[config.mk]
export PLATFORM = sky130hd
export DESIGN_NAME = run_monitor_flat
export DESIGN_NICKNAME = d
export VERILOG_FILES = /design/src/rtl/run_monitor_pkg.sv /design/src/rtl/run_monitor_if.sv /design/src/rtl/run_monitor_dump_sequencer.sv /design/src/rtl/run_monitor.sv /design/src/flat_wrapper.sv
export SDC_FILE = /design/constraint.sdc
export NUM_CORES = 1
export LEC_CHECK = 0
export ABC_AREA = 0
export BUFFER_PORTS_ARGS = -buffer_cell sky130_fd_sc_hd__buf_2
export CAP_MARGIN = 20
export CORE_ASPECT_RATIO = 0.8
export CORE_MARGIN = 3
export CORE_UTILIZATION = 43
export DETAILED_ROUTE_END_ITERATION = 8
export GPL_TIMING_DRIVEN = 0
export HOLD_SLACK_MARGIN = 0.02
export PLACE_DENSITY = 0.82
export SYNTH_ARGS = -nofsm -noshare
export SYNTH_HDL_FRONTEND = slang
export SYNTH_SLANG_ARGS = --single-unit
export TNS_END_PERCENT = 10
[constraint.sdc]
create_clock -name clk -period 2.68 [get_ports clk]
set_input_delay 0.402 -clock clk [delete_from_list [all_inputs] [get_ports clk]]
set_output_delay 0.402 -clock clk [all_outputs]
set_load 0.005 [all_outputs]
[src/rtl/run_monitor_pkg.sv]
// Shared types and constants for the end-of-run monitor.
package run_monitor_pkg;

    // Monitor phases. The top level walks RUN -> FLUSH -> REQ -> DONE.
    // It stays in REQ for the whole dump, while dump_sequencer cycles
    // through its own REQ/CAP/OUT phases for each word.
    typedef enum logic [2:0] {RUN, FLUSH, REQ, CAP, OUT, DONE} state_t;

    // Per-word phases of the dump loop.
    typedef enum logic [1:0] {SEQ_IDLE, SEQ_REQ, SEQ_CAP, SEQ_OUT} seq_t;

    // The all-zero NOP ends a program unless a build overrides it.
    localparam logic [31:0] TERM_INSTR_DEFAULT = 32'h0000_0000;

endpackage

[src/rtl/run_monitor_if.sv]
// Data-memory read port and dump stream between the monitor and its environment.
interface run_monitor_if #(
    parameter int ADDR_W = 8,
    parameter int DATA_W = 128
);
    logic              memRdEn;
    logic [ADDR_W-1:0] memRdAddr;
    logic [DATA_W-1:0] memRdData;
    logic              dumpValid;
    logic              dumpReady;
    logic [ADDR_W-1:0] dumpAddr;
    logic [DATA_W-1:0] dumpData;

    modport master (
        output memRdEn, memRdAddr, dumpValid, dumpAddr, dumpData,
        input  memRdData, dumpReady
    );

    modport slave (
        input  memRdEn, memRdAddr, dumpValid, dumpAddr, dumpData,
        output memRdData, dumpReady
    );
endinterface

[src/rtl/run_monitor_dump_sequencer.sv]
// Walks dmem words 0..DUMP_DEPTH-1: read, capture, then hold until accepted.
module dump_sequencer
    import run_monitor_pkg::*;
#(
    parameter int ADDR_W     = 8,
    parameter int DATA_W     = 128,
    parameter int DUMP_DEPTH = 64
) (
    input  logic              clk,
    input  logic              reset,
    input  logic              start,
    output logic              memRdEn,
    output logic [ADDR_W-1:0] memRdAddr,
    input  logic [DATA_W-1:0] memRdData,
    output logic              dumpValid,
    input  logic              dumpReady,
    output logic [ADDR_W-1:0] dumpAddr,
    output logic [DATA_W-1:0] dumpData,
    output logic              lastAck
);
    localparam logic [ADDR_W-1:0] LAST_IDX = ADDR_W'(DUMP_DEPTH - 1);

    seq_t              phase, phaseNext;
    logic [ADDR_W-1:0] idx;
    logic              accept;

    assign accept    = (phase == SEQ_OUT) && dumpReady;
    assign lastAck   = accept && (idx == LAST_IDX);
    // The index is itself a register, so the read address needs no extra flop.
    assign memRdAddr = idx;

    // Phase register.
    always_ff @(posedge clk) begin
        if (reset) phase <= SEQ_IDLE;
        else       phase <= phaseNext;
    end

    // One word takes REQ, CAP, then OUT until the consumer takes it.
    always_comb begin
        phaseNext = phase;
        case (phase)
            SEQ_IDLE: if (start) phaseNext = SEQ_REQ;
            SEQ_REQ:  phaseNext = SEQ_CAP;
            SEQ_CAP:  phaseNext = SEQ_OUT;
            SEQ_OUT:  if (dumpReady) phaseNext = lastAck ? SEQ_IDLE : SEQ_REQ;
            default:  phaseNext = SEQ_IDLE;
        endcase
    end

    // Read strobe, index and output register; the word holds until accepted.
    always_ff @(posedge clk) begin
        if (reset) begin
            idx       <= '0;
            memRdEn   <= 1'b0;
            dumpValid <= 1'b0;
            dumpAddr  <= '0;
            dumpData  <= '0;
        end else begin
            memRdEn <= (phaseNext == SEQ_REQ);
            if (phase == SEQ_CAP) begin
                dumpData  <= memRdData;
                dumpAddr  <= idx;
                dumpValid <= 1'b1;
            end
            if (accept) begin
                dumpValid <= 1'b0;
                // Stop on the last word so the index never wraps.
                if (!lastAck) idx <= idx + ADDR_W'(1);
            end
        end
    end
endmodule

[src/rtl/run_monitor.sv]
// End-of-run monitor: counts run/stall cycles, spots the end of the program
// or a timeout, waits for the pipeline to drain, then dumps data memory.
module run_monitor
    import run_monitor_pkg::*;
#(
    parameter int INSTR_W        = 32,
    parameter int DATA_W         = 128,
    parameter int ADDR_W         = 8,
    parameter int DUMP_DEPTH     = 64,
    parameter int FLUSH_CYCLES   = 5,
    parameter int CNT_W          = 32,
    parameter int TIMEOUT_CYCLES = 0,
    parameter logic [INSTR_W-1:0] TERM_INSTR = INSTR_W'(TERM_INSTR_DEFAULT)
) (
    input  logic               clk,
    input  logic               reset,
    input  logic [INSTR_W-1:0] instruction,
    input  logic               instrValid,
    run_monitor_if.master      bus,
    output logic               cpuHold,
    output logic [CNT_W-1:0]   cycleCount,
    output logic [CNT_W-1:0]   stallCount,
    output logic               timedOut,
    output logic               done
);
    localparam int             FW         = (FLUSH_CYCLES > 1) ? $clog2(FLUSH_CYCLES) : 1;
    localparam logic [FW-1:0]  FLUSH_LOAD = FW'(FLUSH_CYCLES - 1);
    localparam logic [CNT_W-1:0] TO_LAST  = CNT_W'(TIMEOUT_CYCLES - 1);
    localparam bit             TO_EN      = (TIMEOUT_CYCLES != 0);

    state_t        state, stateNext;
    logic [FW-1:0] flushCnt;
    logic          termHit, toHit, seqStart, lastAck;

    assign termHit = instrValid && (instruction == TERM_INSTR);
    assign toHit   = TO_EN && (cycleCount == TO_LAST);

    // State register.
    always_ff @(posedge clk) begin
        if (reset) state <= RUN;
        else       state <= stateNext;
    end

    // Run/flush control; the sequencer owns the per-word dump phases.
    always_comb begin
        stateNext = state;
        seqStart  = 1'b0;
        case (state)
            RUN:     if (termHit || toHit) stateNext = FLUSH;
            FLUSH:   if (flushCnt == '0) begin
                         stateNext = REQ;
                         seqStart  = 1'b1;
                     end
            REQ:     if (lastAck) stateNext = DONE;
            default: stateNext = state;
        endcase
    end

    // Saturating run/stall counters, timeout flag and flush countdown.
    always_ff @(posedge clk) begin
        if (reset) begin
            cycleCount <= '0;
            stallCount <= '0;
            timedOut   <= 1'b0;
            flushCnt   <= '0;
        end else if (state == RUN) begin
            if (cycleCount != '1) cycleCount <= cycleCount + CNT_W'(1);
            if (!instrValid && stallCount != '1) stallCount <= stallCount + CNT_W'(1);
            if (termHit || toHit) begin
                flushCnt <= FLUSH_LOAD;
                // A real terminator wins over a coincident timeout.
                timedOut <= !termHit;
            end
        end else if (state == FLUSH && flushCnt != '0) begin
            flushCnt <= flushCnt - FW'(1);
        end
    end

    // CPU hold from the first read request onwards; done after the last handshake.
    always_ff @(posedge clk) begin
        if (reset) begin
            cpuHold <= 1'b0;
            done    <= 1'b0;
        end else begin
            if (seqStart) cpuHold <= 1'b1;
            if (state == REQ && lastAck) done <= 1'b1;
        end
    end

    dump_sequencer #(
        .ADDR_W     (ADDR_W),
        .DATA_W     (DATA_W),
        .DUMP_DEPTH (DUMP_DEPTH)
    ) uSeq (
        .clk       (clk),
        .reset     (reset),
        .start     (seqStart),
        .memRdEn   (bus.memRdEn),
        .memRdAddr (bus.memRdAddr),
        .memRdData (bus.memRdData),
        .dumpValid (bus.dumpValid),
        .dumpReady (bus.dumpReady),
        .dumpAddr  (bus.dumpAddr),
        .dumpData  (bus.dumpData),
        .lastAck   (lastAck)
    );
endmodule

[src/flat_wrapper.sv]
// flat-port wrapper written by rule: the top's interface ports become plain ports
module run_monitor_flat import run_monitor_pkg::*;
#(
    parameter int INSTR_W        = 32,
    parameter int DATA_W         = 128,
    parameter int ADDR_W         = 8,
    parameter int DUMP_DEPTH     = 64,
    parameter int FLUSH_CYCLES   = 5,
    parameter int CNT_W          = 32,
    parameter int TIMEOUT_CYCLES = 0,
    parameter logic [INSTR_W-1:0] TERM_INSTR = INSTR_W'(TERM_INSTR_DEFAULT)
)
  (clk, reset, instruction, instrValid, cpuHold, cycleCount, stallCount, timedOut, done, bus_memRdEn, bus_memRdAddr, bus_dumpValid, bus_dumpAddr, bus_dumpData, bus_memRdData, bus_dumpReady);
  run_monitor_if #(.ADDR_W(ADDR_W), .DATA_W(DATA_W)) bus_i ();
  input  logic clk;
  input  logic reset;
  input  logic [INSTR_W-1:0] instruction;
  input  logic instrValid;
  output logic cpuHold;
  output logic [CNT_W-1:0] cycleCount;
  output logic [CNT_W-1:0] stallCount;
  output logic timedOut;
  output logic done;
  output wire logic [$bits(bus_i.memRdEn)-1:0] bus_memRdEn;
  output wire logic [$bits(bus_i.memRdAddr)-1:0] bus_memRdAddr;
  output wire logic [$bits(bus_i.dumpValid)-1:0] bus_dumpValid;
  output wire logic [$bits(bus_i.dumpAddr)-1:0] bus_dumpAddr;
  output wire logic [$bits(bus_i.dumpData)-1:0] bus_dumpData;
  input wire logic [$bits(bus_i.memRdData)-1:0] bus_memRdData;
  input wire logic [$bits(bus_i.dumpReady)-1:0] bus_dumpReady;
  assign bus_memRdEn = bus_i.memRdEn;
  assign bus_memRdAddr = bus_i.memRdAddr;
  assign bus_dumpValid = bus_i.dumpValid;
  assign bus_dumpAddr = bus_i.dumpAddr;
  assign bus_dumpData = bus_i.dumpData;
  assign bus_i.memRdData = bus_memRdData;
  assign bus_i.dumpReady = bus_dumpReady;
  run_monitor #(.INSTR_W(INSTR_W), .DATA_W(DATA_W), .ADDR_W(ADDR_W), .DUMP_DEPTH(DUMP_DEPTH), .FLUSH_CYCLES(FLUSH_CYCLES), .CNT_W(CNT_W), .TIMEOUT_CYCLES(TIMEOUT_CYCLES), .TERM_INSTR(TERM_INSTR)) u_core (.clk(clk), .reset(reset), .instruction(instruction), .instrValid(instrValid), .bus(bus_i), .cpuHold(cpuHold), .cycleCount(cycleCount), .stallCount(stallCount), .timedOut(timedOut), .done(done));
endmodule
==> qor.yml <==
portBuffers: 375
max_freq_ghz: 0.374
avgSynthCellArea_um2: 7.97
cap_violations: 0
synth_top_area_cell: "dfxtp_1"
die_h_um: 135
layout-drive-gt1-share_pct: 28.6
status: "completed"
rows: 46
met3_length_um: 2860
setup_viol: 0
place_congestion: 0.904
highest-signal-layer: "met4"
antenna_cells: 0
synthFlopType: "dfxtp_1"
synthesis.instances: 1116
rsz0062_at_grt: "true"
grt_pass1_vias: 8826
comb_power_share_pct: 3.5
vias_per_cell: 5.35
antenna_left: 0
synth-edff-count: 0
ys_warn_count: 0
rr_endpoint: "u_core.cycleCount[30]"
worst_slew_pin_slew_ns: 0.805
crit_required_ns: 3.10
switching_share_pct: 21.1
power_leakage_uw: 0.00501
dpl_cell_area_um2: 11100
synthArstFlopShare_pct: 0
die_width_um: 167
p_int_uw: 5440
final_max_slew_viol_count: 0
drc: 0
grt_pass1_wl_um: 45800
cts_sinks: 221
p_clk_share_pct: 48.6
drt_iter0_drc: 664
htree_levels: 1
ir_worst_vdd_mv: 0.487
wire_per_inst_um: 16.5
pin_count: 377
root_buffer: "clkbuf_16"
finClkSkew_ns: 0.0190
reg2reg_depth: 8
routed_wl_um: 29700
switchingPower_uw: 1460
crit_path_end_kind: "flip-flop"
hold_buffers: 0
startpoint: "u_core.state[2]"
clockBufferDepth: 3
yosysTopAreaCellShare_pct: 49.7
clkSlewWorstSetupHoldPaths_ns: 0.06
core_um2: 20100
grt_max_degree: 15
ys_types: 47
synth-seq-area-share_pct: 49.7
cp.arrival_ns: 3.09
drtPass1Iterations: 4
fin_area_um2: 12000
fin_tns_setup_ns: 0
clock_latency_ns: 0.51
fin_crit_sh_pct: 99.7
syn_to_final_growth_pct: 34.3
synth.net_count: 1285
fillers: 1825
antenna_found_initial: 0
power_frac_seq_pct: 47.9
min_period_ns: 2.67
fin_util_pct: 59.5
p_total_uw: 6900
grt_use_total_pct: 24.5
hold_class: "input port to flip-flop"
dp_hpwl_um: 22200
grt-ovfl-total: 0
critical_path_class: "flip-flop to flip-flop"
setup.worst_path.end: "u_core.cycleCount[30]"
vias: 9606
pre_cts_ws_ns: -0.0953
synth_area_leaders: "dfxtp_1 50%, nand2_1 13%, a21oi_1 9.5%"
cts_tree: "done"
initial_utilization_pct: 44.3
setup_slack_ns: 0.00861
die_area_um2: 22500
r2r-start: "u_core.state[2]"
nets: 1687
synth_seq_cells: 221
path_max_fanout: 10
startpoint_type: "flip-flop"
rrSetupSlack_ns: 0.009
wl_met2_um: 13900
syn_area_um2: 8900
hold_viol: 0
cellPowerDensity_nw_per_um2: 577
slew_headroom_pct: 45.9
met1Wirelength_um: 12100
cts_buffers: 23
[placed cells by master (no fill, tap or decap), types with 16 or more instances in the layout]
| cell type | instances |
|---|---|
| buf_2 | 376 |
| nand2_1 | 300 |
| dfxtp_1 | 221 |
| a21oi_1 | 169 |
| nor2_1 | 66 |
| clkbuf_1 | 65 |
| nand3_1 | 26 |
| xnor2_1 | 24 |
| nand4_1 | 23 |
| clkbuf_16 | 23 |
| o21ai_0 | 22 |
| nor4_1 | 21 |
| or3_1 | 17 |
| inv_1 | 16 |
[cells by family after synthesis]
logic type / share of synthesized area [%]
and+or+nand+nor: 27.4
AOI/OAI and AO/OA: 14.2
DFF: 49.7
buffers and inverters: 3.84
xor gates and xnor gates: 2.95
muxes: 1.21
adders and majority gates: 0.703
[worst max-delay path, stage by stage (launching register included)]
cell      delay [ns]
dfxtp_1         0.31
buf_6           0.13
or3_4           0.41
or4_4           0.49
clkbuf_8        0.15
or4_4           0.53
buf_6           0.14
or3_1           0.30
a21oi_1         0.13
[repair_timing]
action,4_1_cts,5_1_grt
endpoints found under the setup margin,3,10
pin swaps,3,3
resized for setup,8,6
setup buffers,2,0
[synth_stat cells (2+ instances only)]
master	instances
nor2_1	66
and3_1	9
xor2_1	6
a31o_2	5
nand4_1	23
nand2_1	300
and4_1	11
buf_2	2
or4_1	11
dfxtp_1	221
a41o_1	3
buf_1	4
o31ai_1	4
a21oi_1	169
ha_1	5
a311oi_1	3
a211oi_1	15
a2111oi_0	2
clkbuf_1	64
nand2b_1	8
nor4_1	21
or2_2	2
nor4b_1	2
o21ai_0	22
nor3b_1	2
inv_1	16
and2_1	6
mux2_2	6
nor3_1	14
or3_1	17
mux2i_1	4
xnor2_1	24
a31oi_1	2
nand3_1	26
nor2b_1	9
[through the flow]
| stage | instances | hold slack [ns] |
|---|---|---|
| 2_1_floorplan | 1116 | 0.453 |
| 3_3_place_gp | 1755 | 0.438 |
| 3_5_place_dp | 1756 | 0.443 |
| 4_1_cts | 1795 | 0.101 |
| 5_1_grt | 1795 | 0.108 |
| 6_report | 1795 | 0.119 |
[registers in the layout (all words and copies together) (netlist names)]
signal and cells:
u_core.uSeq.dumpData 128, u_core.cycleCount 32, u_core.stallCount 32, u_core.uSeq.dumpAddr 8
u_core.uSeq.memRdAddr 8, u_core.flushCnt 3, u_core.state 3, u_core.uSeq.phase 2
u_core.cpuHold 1, u_core.done 1, u_core.timedOut 1, u_core.uSeq.dumpValid 1
u_core.uSeq.memRdEn 1
[layout make-up]
cell class,count,area [um2],area share (%)
plain buffers,71,300,2.51
clock buffers,29,628,5.26
clock inverters,9,153,1.28
inverters,16,60.1,0.503
multi-input cells,807,4160,34.8
flip-flops and latches,221,4420,37.0
well taps,264,330,2.76
repair buffers,378,1900,15.9
[worst min-delay path by stage]
| stage | end | from | slack [ns] | depth (start not counted) |
|---|---|---|---|---|
| floorplan | u_core.uSeq.dumpAddr[0] | u_core.uSeq.dumpAddr[0] | 0.45 | 2 |
| global placement | u_core.uSeq.dumpData[105] | u_core.uSeq.dumpData[105] | 0.44 | 2 |
| detailed placement | u_core.uSeq.dumpData[48] | u_core.uSeq.dumpData[48] | 0.44 | 2 |
| CTS | u_core.uSeq.dumpData[112] | bus_memRdData[112] | 0.10 | 3 |
| global route | u_core.uSeq.dumpData[112] | bus_memRdData[112] | 0.11 | 3 |
| finish | u_core.uSeq.dumpData[37] | bus_memRdData[37] | 0.12 | 3 |
[metal layers]
layer / up-vias / GRT usage [%]
met1: 4446 / 32.1
met4: 0 / 7.51
met3: 69 / 6.61
met5: - / 0
met2: 459 / 40.0
li1: 4632 / -
[power by group through the flow]
stage | clock network (uW) | logic, uW | registers [uW]
after detailed placement | 0 | 240 | 3370
after floorplan | 0 | 74.9 | 3370
final | 3360 | 241 | 3300
after global routing | 3530 | 264 | 3300
after global placement | 0 | 238 | 3370
after CTS | 3410 | 242 | 3300
No activity file was read; power rests on OpenSTA's default activity.
